===== config.mk =====
export PLATFORM = sky130hd
export DESIGN_NAME = traffic_arbiter_n
export DESIGN_NICKNAME = d
export VERILOG_FILES = /design/src/rtl/traffic_arbiter_n_pkg.sv /design/src/rtl/traffic_arbiter_n_rr_next_lane.sv /design/src/rtl/traffic_arbiter_n.sv
export SDC_FILE = /design/constraint.sdc
export NUM_CORES = 1
export LEC_CHECK = 0
export CELL_PAD_IN_SITES_DETAIL_PLACEMENT = 1
export CELL_PAD_IN_SITES_GLOBAL_PLACEMENT = 1
export CORE_MARGIN = 2
export CORE_UTILIZATION = 38
export CTS_BUF_LIST = sky130_fd_sc_hd__clkbuf_8 sky130_fd_sc_hd__clkbuf_16
export DETAILED_ROUTE_END_ITERATION = 6
export PLACE_DENSITY_LB_ADDON = 0.1
export SETUP_SLACK_MARGIN = 0.1
export SKIP_CTS_REPAIR_TIMING = 1
export SLEW_MARGIN = 10
export SYNTH_ARGS = -nofsm -noshare
export SYNTH_HDL_FRONTEND = slang
export SYNTH_SLANG_ARGS = --single-unit
export TNS_END_PERCENT = 30

===== constraint.sdc =====
create_clock -name clk -period 3.53 [get_ports clk]
set_input_delay 0.706 -clock clk [delete_from_list [all_inputs] [get_ports clk]]
set_output_delay 0.706 -clock clk [all_outputs]
set_load 0.005 [all_outputs]

===== src/rtl/traffic_arbiter_n_pkg.sv =====
// Shared phase encoding and default timing for the N-lane traffic arbiter.
package traffic_system_package;

    typedef enum logic [1:0] {
        PH_GREEN  = 2'b00,
        PH_YELLOW = 2'b01,
        PH_ALLRED = 2'b10
    } phase_e;

    localparam int DEF_N_LANES     = 4;
    localparam int DEF_GREEN_SHORT = 30;
    localparam int DEF_GREEN_LONG  = 40;
    localparam int DEF_YELLOW_T    = 3;
    localparam int DEF_ALL_RED_T   = 1;

    function automatic int max_int(input int a, input int b);
        return (a > b) ? a : b;
    endfunction

endpackage


===== src/rtl/traffic_arbiter_n_rr_next_lane.sv =====
// Round-robin successor search: first requesting lane after cur, cur itself last,
// falling back to cur+1 when nobody is requesting.
module rr_next_lane
    import traffic_system_package::*;
#(
    parameter int N_LANES = DEF_N_LANES
) (
    input  logic [N_LANES-1:0]         req,
    input  logic [$clog2(N_LANES)-1:0] cur,
    output logic [$clog2(N_LANES)-1:0] nxt
);

    localparam int LW = $clog2(N_LANES);

    logic [LW-1:0] w_idx;
    logic          w_found;

    // NOTE: every output of this block gets a value before any branch, so no latch can form.
    always_comb begin
        w_idx   = '0;
        w_found = 1'b0;
        nxt     = LW'((int'(cur) + 1) % N_LANES);
        for (int k = 1; k <= N_LANES; k++) begin
            w_idx = LW'((int'(cur) + k) % N_LANES);
            if (!w_found && req[w_idx]) begin
                nxt     = w_idx;
                w_found = 1'b1;
            end
        end
    end

endmodule


===== src/rtl/traffic_arbiter_n.sv =====
// N-lane traffic light arbiter: green/yellow/all-red cycle with round-robin lane hand-over.
// Optional emergency preemption is compiled in with `define TRAFFIC_PREEMPT_EN.
module traffic_arbiter_n
    import traffic_system_package::*;
#(
    parameter int N_LANES     = DEF_N_LANES,
    parameter int GREEN_SHORT = DEF_GREEN_SHORT,
    parameter int GREEN_LONG  = DEF_GREEN_LONG,
    parameter int YELLOW_T    = DEF_YELLOW_T,
    parameter int ALL_RED_T   = DEF_ALL_RED_T
) (
    input  logic                        clk,
    input  logic                        rst,
    input  logic [N_LANES-1:0]          input_ss,
    input  logic [N_LANES-1:0]          input_fs,
`ifdef TRAFFIC_PREEMPT_EN
    input  logic                        preempt,
    input  logic [$clog2(N_LANES)-1:0]  preempt_lane,
`endif
    output logic [N_LANES-1:0]          input_red,
    output logic [N_LANES-1:0]          input_green,
    output logic [N_LANES-1:0]          input_yellow,
    output logic [$clog2(N_LANES)-1:0]  grant_lane,
    output logic [1:0]                  phase
);

    localparam int LW = $clog2(N_LANES);
    localparam int TW = $clog2(max_int(max_int(GREEN_SHORT, GREEN_LONG),
                                       max_int(YELLOW_T, ALL_RED_T)) + 1);

    phase_e             r_phase, w_phase_nxt;
    logic [LW-1:0]      r_grant, w_grant_nxt, w_rr_nxt, w_pick;
    logic [TW-1:0]      r_timer, w_timer_nxt;
    logic [N_LANES-1:0] r_red, r_green, r_yellow;
    logic [N_LANES-1:0] w_red_nxt, w_green_nxt, w_yellow_nxt, w_grant_oh, w_next_oh;
    logic               w_other_req, w_pre_away, w_pre_hold;

    rr_next_lane #(.N_LANES(N_LANES)) u_rr (
        .req (input_ss),
        .cur (r_grant),
        .nxt (w_rr_nxt)
    );

    assign w_grant_oh  = N_LANES'(1) << r_grant;
    assign w_other_req = |(input_ss & ~w_grant_oh);

`ifdef TRAFFIC_PREEMPT_EN
    assign w_pre_away = preempt && (preempt_lane != r_grant);
    assign w_pre_hold = preempt && (preempt_lane == r_grant);
    assign w_pick     = preempt ? preempt_lane : w_rr_nxt;
`else
    assign w_pre_away = 1'b0;
    assign w_pre_hold = 1'b0;
    assign w_pick     = w_rr_nxt;
`endif

    // Timer holds remaining cycles minus one; green rests at zero until another lane asks.
    always_comb begin
        w_phase_nxt = r_phase;
        w_grant_nxt = r_grant;
        w_timer_nxt = r_timer;
        case (r_phase)
            PH_GREEN: begin
                if (w_pre_away || (r_timer == '0 && w_other_req && !w_pre_hold)) begin
                    w_phase_nxt = PH_YELLOW;
                    w_timer_nxt = TW'(YELLOW_T - 1);
                end else if (r_timer != '0) begin
                    w_timer_nxt = r_timer - TW'(1);
                end
            end
            PH_YELLOW: begin
                if (r_timer != '0) begin
                    w_timer_nxt = r_timer - TW'(1);
                end else begin
                    w_phase_nxt = PH_ALLRED;
                    w_timer_nxt = TW'(ALL_RED_T - 1);
                end
            end
            PH_ALLRED: begin
                if (r_timer != '0) begin
                    w_timer_nxt = r_timer - TW'(1);
                end else begin
                    w_phase_nxt = PH_GREEN;
                    w_grant_nxt = w_pick;
                    w_timer_nxt = input_fs[w_pick] ? TW'(GREEN_LONG - 1) : TW'(GREEN_SHORT - 1);
                end
            end
            default: begin
                w_phase_nxt = PH_GREEN;
                w_timer_nxt = TW'(GREEN_SHORT - 1);
            end
        endcase

        w_next_oh    = N_LANES'(1) << w_grant_nxt;
        w_green_nxt  = (w_phase_nxt == PH_GREEN)  ? w_next_oh : '0;
        w_yellow_nxt = (w_phase_nxt == PH_YELLOW) ? w_next_oh : '0;
        w_red_nxt    = ~(w_green_nxt | w_yellow_nxt);
    end

    // Reset loads a full GREEN_SHORT so the first edge after release is green cycle 1.
    // NOTE: state registers use non-blocking assignment so every flop samples pre-edge values.
    always_ff @(posedge clk) begin
        if (rst) begin
            r_phase  <= PH_GREEN;
            r_grant  <= '0;
            r_timer  <= TW'(GREEN_SHORT);
            r_green  <= N_LANES'(1);
            r_yellow <= '0;
            r_red    <= ~N_LANES'(1);
        end else begin
            r_phase  <= w_phase_nxt;
            r_grant  <= w_grant_nxt;
            r_timer  <= w_timer_nxt;
            r_green  <= w_green_nxt;
            r_yellow <= w_yellow_nxt;
            r_red    <= w_red_nxt;
        end
    end

    assign input_red    = r_red;
    assign input_green  = r_green;
    assign input_yellow = r_yellow;
    assign grant_lane   = r_grant;
    assign phase        = r_phase;

endmodule


# Word level (Yosys, flattened, before mapping)
# Cells that the tools add are included.
[classes]
addsub = 5
n_mul = 0
div = 0
magnitude_cmp = 5
eq_ne = 4
n_shift = 2
muxes = 30
bitwise = 4
n_reduce_logical = 12
[ops]
columns = ["operator", "n"]
rows = [
  ["$mux W6", 5],
  ["$pmux W6 S3", 1],
  ["$mux W2", 8],
  ["$lt A2 B3 Y1 const B", 5],
  ["$bmux W1 S2", 5],
  ["$mux W1", 8],
  ["$mux W4", 2],
  ["$not A4 Y4", 2],
  ["$shl A1 B2 Y4 const A", 2],
  ["$logic_not A6 Y1", 1],
  ["$pmux W2 S3", 1],
  ["$reduce_bool A6 Y1", 1],
  ["$sub A6 B1 Y6 const B", 1],
  ["$add A2 B1 Y2 const B", 2],
  ["$add A2 B2 Y2 const B", 2],
  ["$and A4 B4 Y4", 1],
  ["$eq A2 B1 Y1 const B", 2],
  ["$logic_and A1 B1 Y1", 4],
  ["$logic_not A2 Y1", 2],
  ["$or A4 B4 Y4", 1],
  ["$reduce_or A4 Y1", 1],
  ["$logic_not A1 Y1", 3],
  ["$ne A3 B3 Y1 const B", 1],
  ["$eq A2 B2 Y1 const B", 1],
]
[totals]
register_bits = 22
latchBits = 0
ramBits = 0
mem_bits_ro = 0
elab_cells = 68
n_memories = 0

# Longest topological paths before layout
[depth]
word_depth = 19
depth_mapped = 11
depth_no_buf = 8

# By module
# From an unflattened synthesis, not the netlist that was laid out.
[unflattened]
hier_cells = 137
area_unflattened_um2 = 1154.9
[by_module_without_submodules]
columns = ["mod", "instances", "cells_per_inst", "area_per_inst_um2", "seq_area_each_um2"]
rows = [
  ["traffic_arbiter_n", 1, 120, 1049.8, 440.4],
  ["rr_next_lane", 1, 17, 105.1, 0.0],
]

# Worst setup path after synthesis
# No wires, ideal clock.
[synth_timing]
path_type = "flip-flop to flip-flop"
start = "register r_grant[0] (netlist: grant_lane[0])"
end = "register r_timer[3]"
setup_ps = 122
arrival_time_ps = 2873
required_ps = 3408
slack_ps = 535
stages_incl_launch_ff = 11
path_buffers = 2
path_cell_list = "dfxtp_1 > clkbuf_1 > inv_1 > ha_1 > clkbuf_1 > nand2b_1 > a21oi_1 > or4_1 > a221oi_1 > mux2i_1 > a311o_1"
[synth_between]
elab_chain_cells = 18
word_cells_on_any_way = 36
[synth_lines]
columns = ["element", "line", "source"]
rows = [
  ["start: declaration", "traffic_arbiter_n.sv:32", "logic [LW-1:0] r_grant, w_grant_nxt, w_rr_nxt, w_pick;"],
  ["start signal: assignment", "traffic_arbiter_n.sv:112", "r_grant <= w_grant_nxt;"],
  ["$add A2 B1 Y2", "traffic_arbiter_n_rr_next_lane.sv:22, traffic_arbiter_n_rr_next_lane.sv:24", ""],
  ["$bmux W1 S2", "traffic_arbiter_n_rr_next_lane.sv:25", "if (!w_found && req[w_idx]) begin"],
  ["$mux W1 (not written as such)", "traffic_arbiter_n_rr_next_lane.sv:25", ""],
  ["$mux W1", "traffic_arbiter_n_rr_next_lane.sv:25", ""],
  ["$logic_not A1 Y1", "traffic_arbiter_n_rr_next_lane.sv:25", ""],
  ["$logic_and A1 B1 Y1", "traffic_arbiter_n_rr_next_lane.sv:25", ""],
  ["$mux W1", "traffic_arbiter_n_rr_next_lane.sv:25", ""],
  ["$logic_not A1 Y1", "traffic_arbiter_n_rr_next_lane.sv:25", ""],
  ["[2 not listed]", "n/a", ""],
  ["$logic_not A1 Y1", "traffic_arbiter_n_rr_next_lane.sv:25", ""],
  ["$logic_and A1 B1 Y1", "traffic_arbiter_n_rr_next_lane.sv:25", ""],
  ["$mux W2", "traffic_arbiter_n_rr_next_lane.sv:25", ""],
  ["$bmux W1 S2", "traffic_arbiter_n.sv:85", "w_timer_nxt = input_fs[w_pick] ? TW'(GREEN_LONG - 1) : TW'(GREEN_SHORT - 1);"],
  ["$mux W1 (not written as such)", "traffic_arbiter_n.sv:85", ""],
  ["$mux W6", "traffic_arbiter_n.sv:85", ""],
  ["$mux W6", "traffic_arbiter_n.sv:80", "if (r_timer != '0) begin"],
  ["$pmux W6 S3", "traffic_arbiter_n.sv:62", "case (r_phase)"],
  ["end signal: assignment", "traffic_arbiter_n.sv:106", "r_timer <= TW'(GREEN_SHORT);"],
  ["end signal: assignment", "traffic_arbiter_n.sv:113", "r_timer <= w_timer_nxt;"],
  ["end: declaration", "traffic_arbiter_n.sv:33", "logic [TW-1:0] r_timer, w_timer_nxt;"],
]
# Several ways; a longest one is shown, not always the timed one. The select of a mux whose other input is x is not followed.
# A chain may end at the register's enable or synchronous reset.

# Final worst setup path
[layout_timing]
start = "register r_grant[1] (netlist: grant_lane[1])"
end = "register r_red[2] (netlist: input_red[2])"
[layout_between]
elab_chain_cells = 19
word_cells_on_any_way = 40
[layout_lines]
columns = ["element", "line", "source"]
rows = [
  ["$add A2 B1 Y2", "traffic_arbiter_n_rr_next_lane.sv:22, traffic_arbiter_n_rr_next_lane.sv:24", ""],
  ["$bmux W1 S2", "traffic_arbiter_n_rr_next_lane.sv:25", ""],
  ["$mux W1 (not written as such)", "traffic_arbiter_n_rr_next_lane.sv:25", ""],
  ["$mux W1", "traffic_arbiter_n_rr_next_lane.sv:25", ""],
  ["$logic_not A1 Y1", "traffic_arbiter_n_rr_next_lane.sv:25", ""],
  ["$logic_and A1 B1 Y1", "traffic_arbiter_n_rr_next_lane.sv:25", ""],
  ["$mux W1", "traffic_arbiter_n_rr_next_lane.sv:25", ""],
  ["$logic_not A1 Y1", "traffic_arbiter_n_rr_next_lane.sv:25", ""],
  ["[3 not listed]", "n/a", ""],
  ["$logic_and A1 B1 Y1", "traffic_arbiter_n_rr_next_lane.sv:25", ""],
  ["$mux W2", "traffic_arbiter_n_rr_next_lane.sv:25", ""],
  ["$mux W2", "traffic_arbiter_n.sv:80", ""],
  ["$mux W2", "traffic_arbiter_n.sv:62", ""],
  ["$shl A1 B2 Y4", "traffic_arbiter_n.sv:94", "w_next_oh = N_LANES'(1) << w_grant_nxt;"],
  ["$mux W4, on equally long branches", "traffic_arbiter_n.sv:95, traffic_arbiter_n.sv:96", ""],
  ["$or A4 B4 Y4 (*)", "traffic_arbiter_n.sv:97", "w_red_nxt = ~(w_green_nxt | w_yellow_nxt);"],
  ["$not A4 Y4 (*)", "traffic_arbiter_n.sv:97", ""],
  ["end signal: assignment", "traffic_arbiter_n.sv:109", "r_red <= ~N_LANES'(1);"],
  ["end signal: assignment", "traffic_arbiter_n.sv:116", "r_red <= w_red_nxt;"],
  ["end: declaration", "traffic_arbiter_n.sv:34", "logic [N_LANES-1:0] r_red, r_green, r_yellow;"],
]
# Every way passes the cells marked *; elsewhere a longest branch is shown, timed or not. The select of a mux whose other input is x is not followed.

==> flow_summary.yaml <==
synthesis:
  ys_ff_latch: 22
  yosysMostFrequentCell: "nor2_1"
  netlist_instances: 171
  syn_nets: 186
  synth_area_leader_cell: "dfxtp_1"
  syn_area_per_cell_um2: 8.341
  synth_flop_cell: "dfxtp_1"
  syn_area_um2: 1426
  synth_seq_area_share_pct: 30.88
  synthArstFlopShare_pct: 0
  synth-edff-count: 0
  synthTopCellsByCount: "nor2_1, dfxtp_1, a21oi_1"
  ys.warnings.count: 0
  synth.distinct_cells: 47
  ys_top_cells_by_area: "dfxtp_1, nor2_1, ha_1, a21oi_1, mux2i_1"
  synth_top_area_share_pct: 30.88
sta:
  rsz0062_at_grt: "no"
  skew_ps: 1.393
  clock.fmax_mhz: 325.8
  drv_slew: 0
  tightest_slew_ps: 574.3
  fin_crit_ps: 3070
  totalNegativeSetupSlack_ps: 0
  hold_viol_final: 0
  post-route-period-util_pct: 86.96
  finalSetupViolations: 0
  relSlewSlack_pct: 60.72
  whs_ps: 592.5
outcome:
  status: "finished, final reports clean"
setup_path:
  worstSetupStartpointType: "flop"
  crit_fanout: 11
  crit_path_end_kind: "flop"
  rrSetupSlack_ps: 460
  cpMaxStageDelayCell: "dfxtp_1"
  arrival_ps: 3200
  crit_type: "reg -> reg"
  critical_path.top_delay_family: "simple AND/OR/NAND/NOR gates"
  critPathRequiredTime_ps: 3660
  path_cells: "inv_1 -> ha_1 -> mux2i_1 -> nor2_1 -> or4_1 -> a31oi_1 -> or4b_1"
  cp_num_buf_inv: 1
  slowest_delay_ps: 590
finish:
  drive_gt1_share_pct: 10.99
  multi_input_area_um2: 892.1
  ff_latch_area_um2: 440.4
  area_delta_synth_final_pct: 25.18
  fillCellCount: 436
  n_antenna_cell: 0
  final_nets: 207
place:
  portBuffers: 25
  hpwlAfterDp_um: 2668
  gp_congestion: 0.7983
die:
  die_x_um: 65.27
  initial_utilization_pct: 39.26
  io_pins: 26
  rows: 22
  die_height_um: 65.27
  dieArea_um2: 4260
  core_um2: 3633
routing:
  first_pass_iters: 4
  via_count: 1292
  drc: 0
  vias_per_cell: 5.406
  wl_per_cell_um: 14.30
  ant_nets: 0
  postRouteWirelength_um: 3418
  drt_iter0_drc: 24
clocking:
  h-tree-depth: 1
  clock_path_buffers: 2
  cts_root_buf: "clkbuf_8"
  clock_latency_ps: 250
  cts_tree: "built"
  clkSinkCount: 22
  cts_buffers: 3
  clk_pin_slew_worst_paths_ps: 80
global_route:
  grt_usage_pct: 16.57
  grt_pass1_wl_um: 5740
  antenna_found_initial: 0
  overflow: 0
  grt_max_degree: 20
  grt_pass1_vias: 1229
flow_run:
  maxCapViolations: 0
pwr:
  p_leak_nw: 0.6385
  power_density_nw_per_um2: 307.4
  ir_worst_vdd_mv: 0.1817
hold_path:
  holdCritPathClass: "reg -> reg"
[state kept, by name (all words and copies together) (netlist names)]
register	flops
input_yellow	4
phase	2
input_red	4
grant_lane	2
input_green	4
r_timer	6
[final timing paths]
check                           cells after the start          start      endpoint
worst max register to register                      7  grant_lane[1]  input_red[2]
worst max-delay path                                7  grant_lane[1]  input_red[2]
worst min-delay path                                2     r_timer[0]    r_timer[0]
worst min register to register                      2     r_timer[0]    r_timer[0]
[logic make-up (layout without fill, tap and decap cells)]
kind of cell | Yosys count | in the layout | synth area share (%)
and+or+nand+nor | 65 | 65 | 27.46
AOI/OAI and AO/OA | 42 | 42 | 20.00
buffers and inverters | 23 | 43 | 6.579
DFF | 22 | 22 | 30.88
muxes | 10 | 10 | 8.245
adders and majority gates | 5 | 5 | 4.386
xor gates and xnor gates | 4 | 4 | 2.457
[layout make-up]
cell class	instances	share of cell area (%)
multi-input combinational	126	49.97
clock buffer	3	2.313
sequential	22	24.67
tap	48	3.364
clock inverter	1	1.682
timing repair buffer	30	16.12
inverter	9	1.892
[where the power goes]
group          switching [W]  internal [W]  leakage, nW
Combinational      0.0000326     0.0000309        0.425
Sequential        0.00000516      0.000252        0.178
Clock              0.0000766      0.000151       0.0357
[through the flow]
| stage | utilization [%] | std cells | total power (W) | setup slack, ps | cell area [µm²] |
|---|---|---|---|---|---|
| 3_3_place_gp | 47.18 | 235 | 0.0003240 | 319.4 | 1714 |
| 5_1_grt | 49.14 | 239 | 0.0005773 | 225.3 | 1785 |
| 4_1_cts | 49.14 | 239 | 0.0005594 | 459.5 | 1785 |
| 2_1_floorplan | - | 171 | 0.0003034 | 535.0 | 1426 |
| 3_5_place_dp | 47.18 | 235 | 0.0003271 | 188.6 | 1714 |
| 6_report | 49.14 | 239 | 0.0005489 | 460.5 | 1785 |
[worst register-to-register path, delay by kind of cell, from the launching register on]
family / cells / cell delay, ps
muxes: 1 / 340
and+or+nand+nor: 3 / 1010
buffers and inverters: 1 / 180
adders and majority gates: 1 / 470
DFF: 1 / 590
AOI/OAI and AO/OA: 1 / 360
[routing by layer]
layer	GRT usage [%]	wire length, µm	vias to the layer above	share of wire (%)
met5	0	0	-	0
met4	1.563	0	0	0
met3	2.568	97	0	2.8
met2	28.19	1628	22	48
met1	22.98	1691	611	49
li1	-	-	659	-
[cell usage in the layout, fill, tap and decap left out, drive strengths merged, types with 3 or more instances in the layout]
cell type	netlist	final
mux2	4	4
nor3b	3	3
mux2i	5	5
ha	5	5
or3	3	3
nor2b	6	6
clkdlybuf4s50	0	25
dfxtp	22	22
a21oi	11	11
xor2	3	3
a31oi	4	4
nor3	5	5
clkbuf	8	3
buf	6	5
a2111oi	5	5
inv	9	9
nand2	5	5
or4	3	3
nor2	23	23
o21ai	8	8
or3b	3	3
Power figures use the tool's default switching activity.
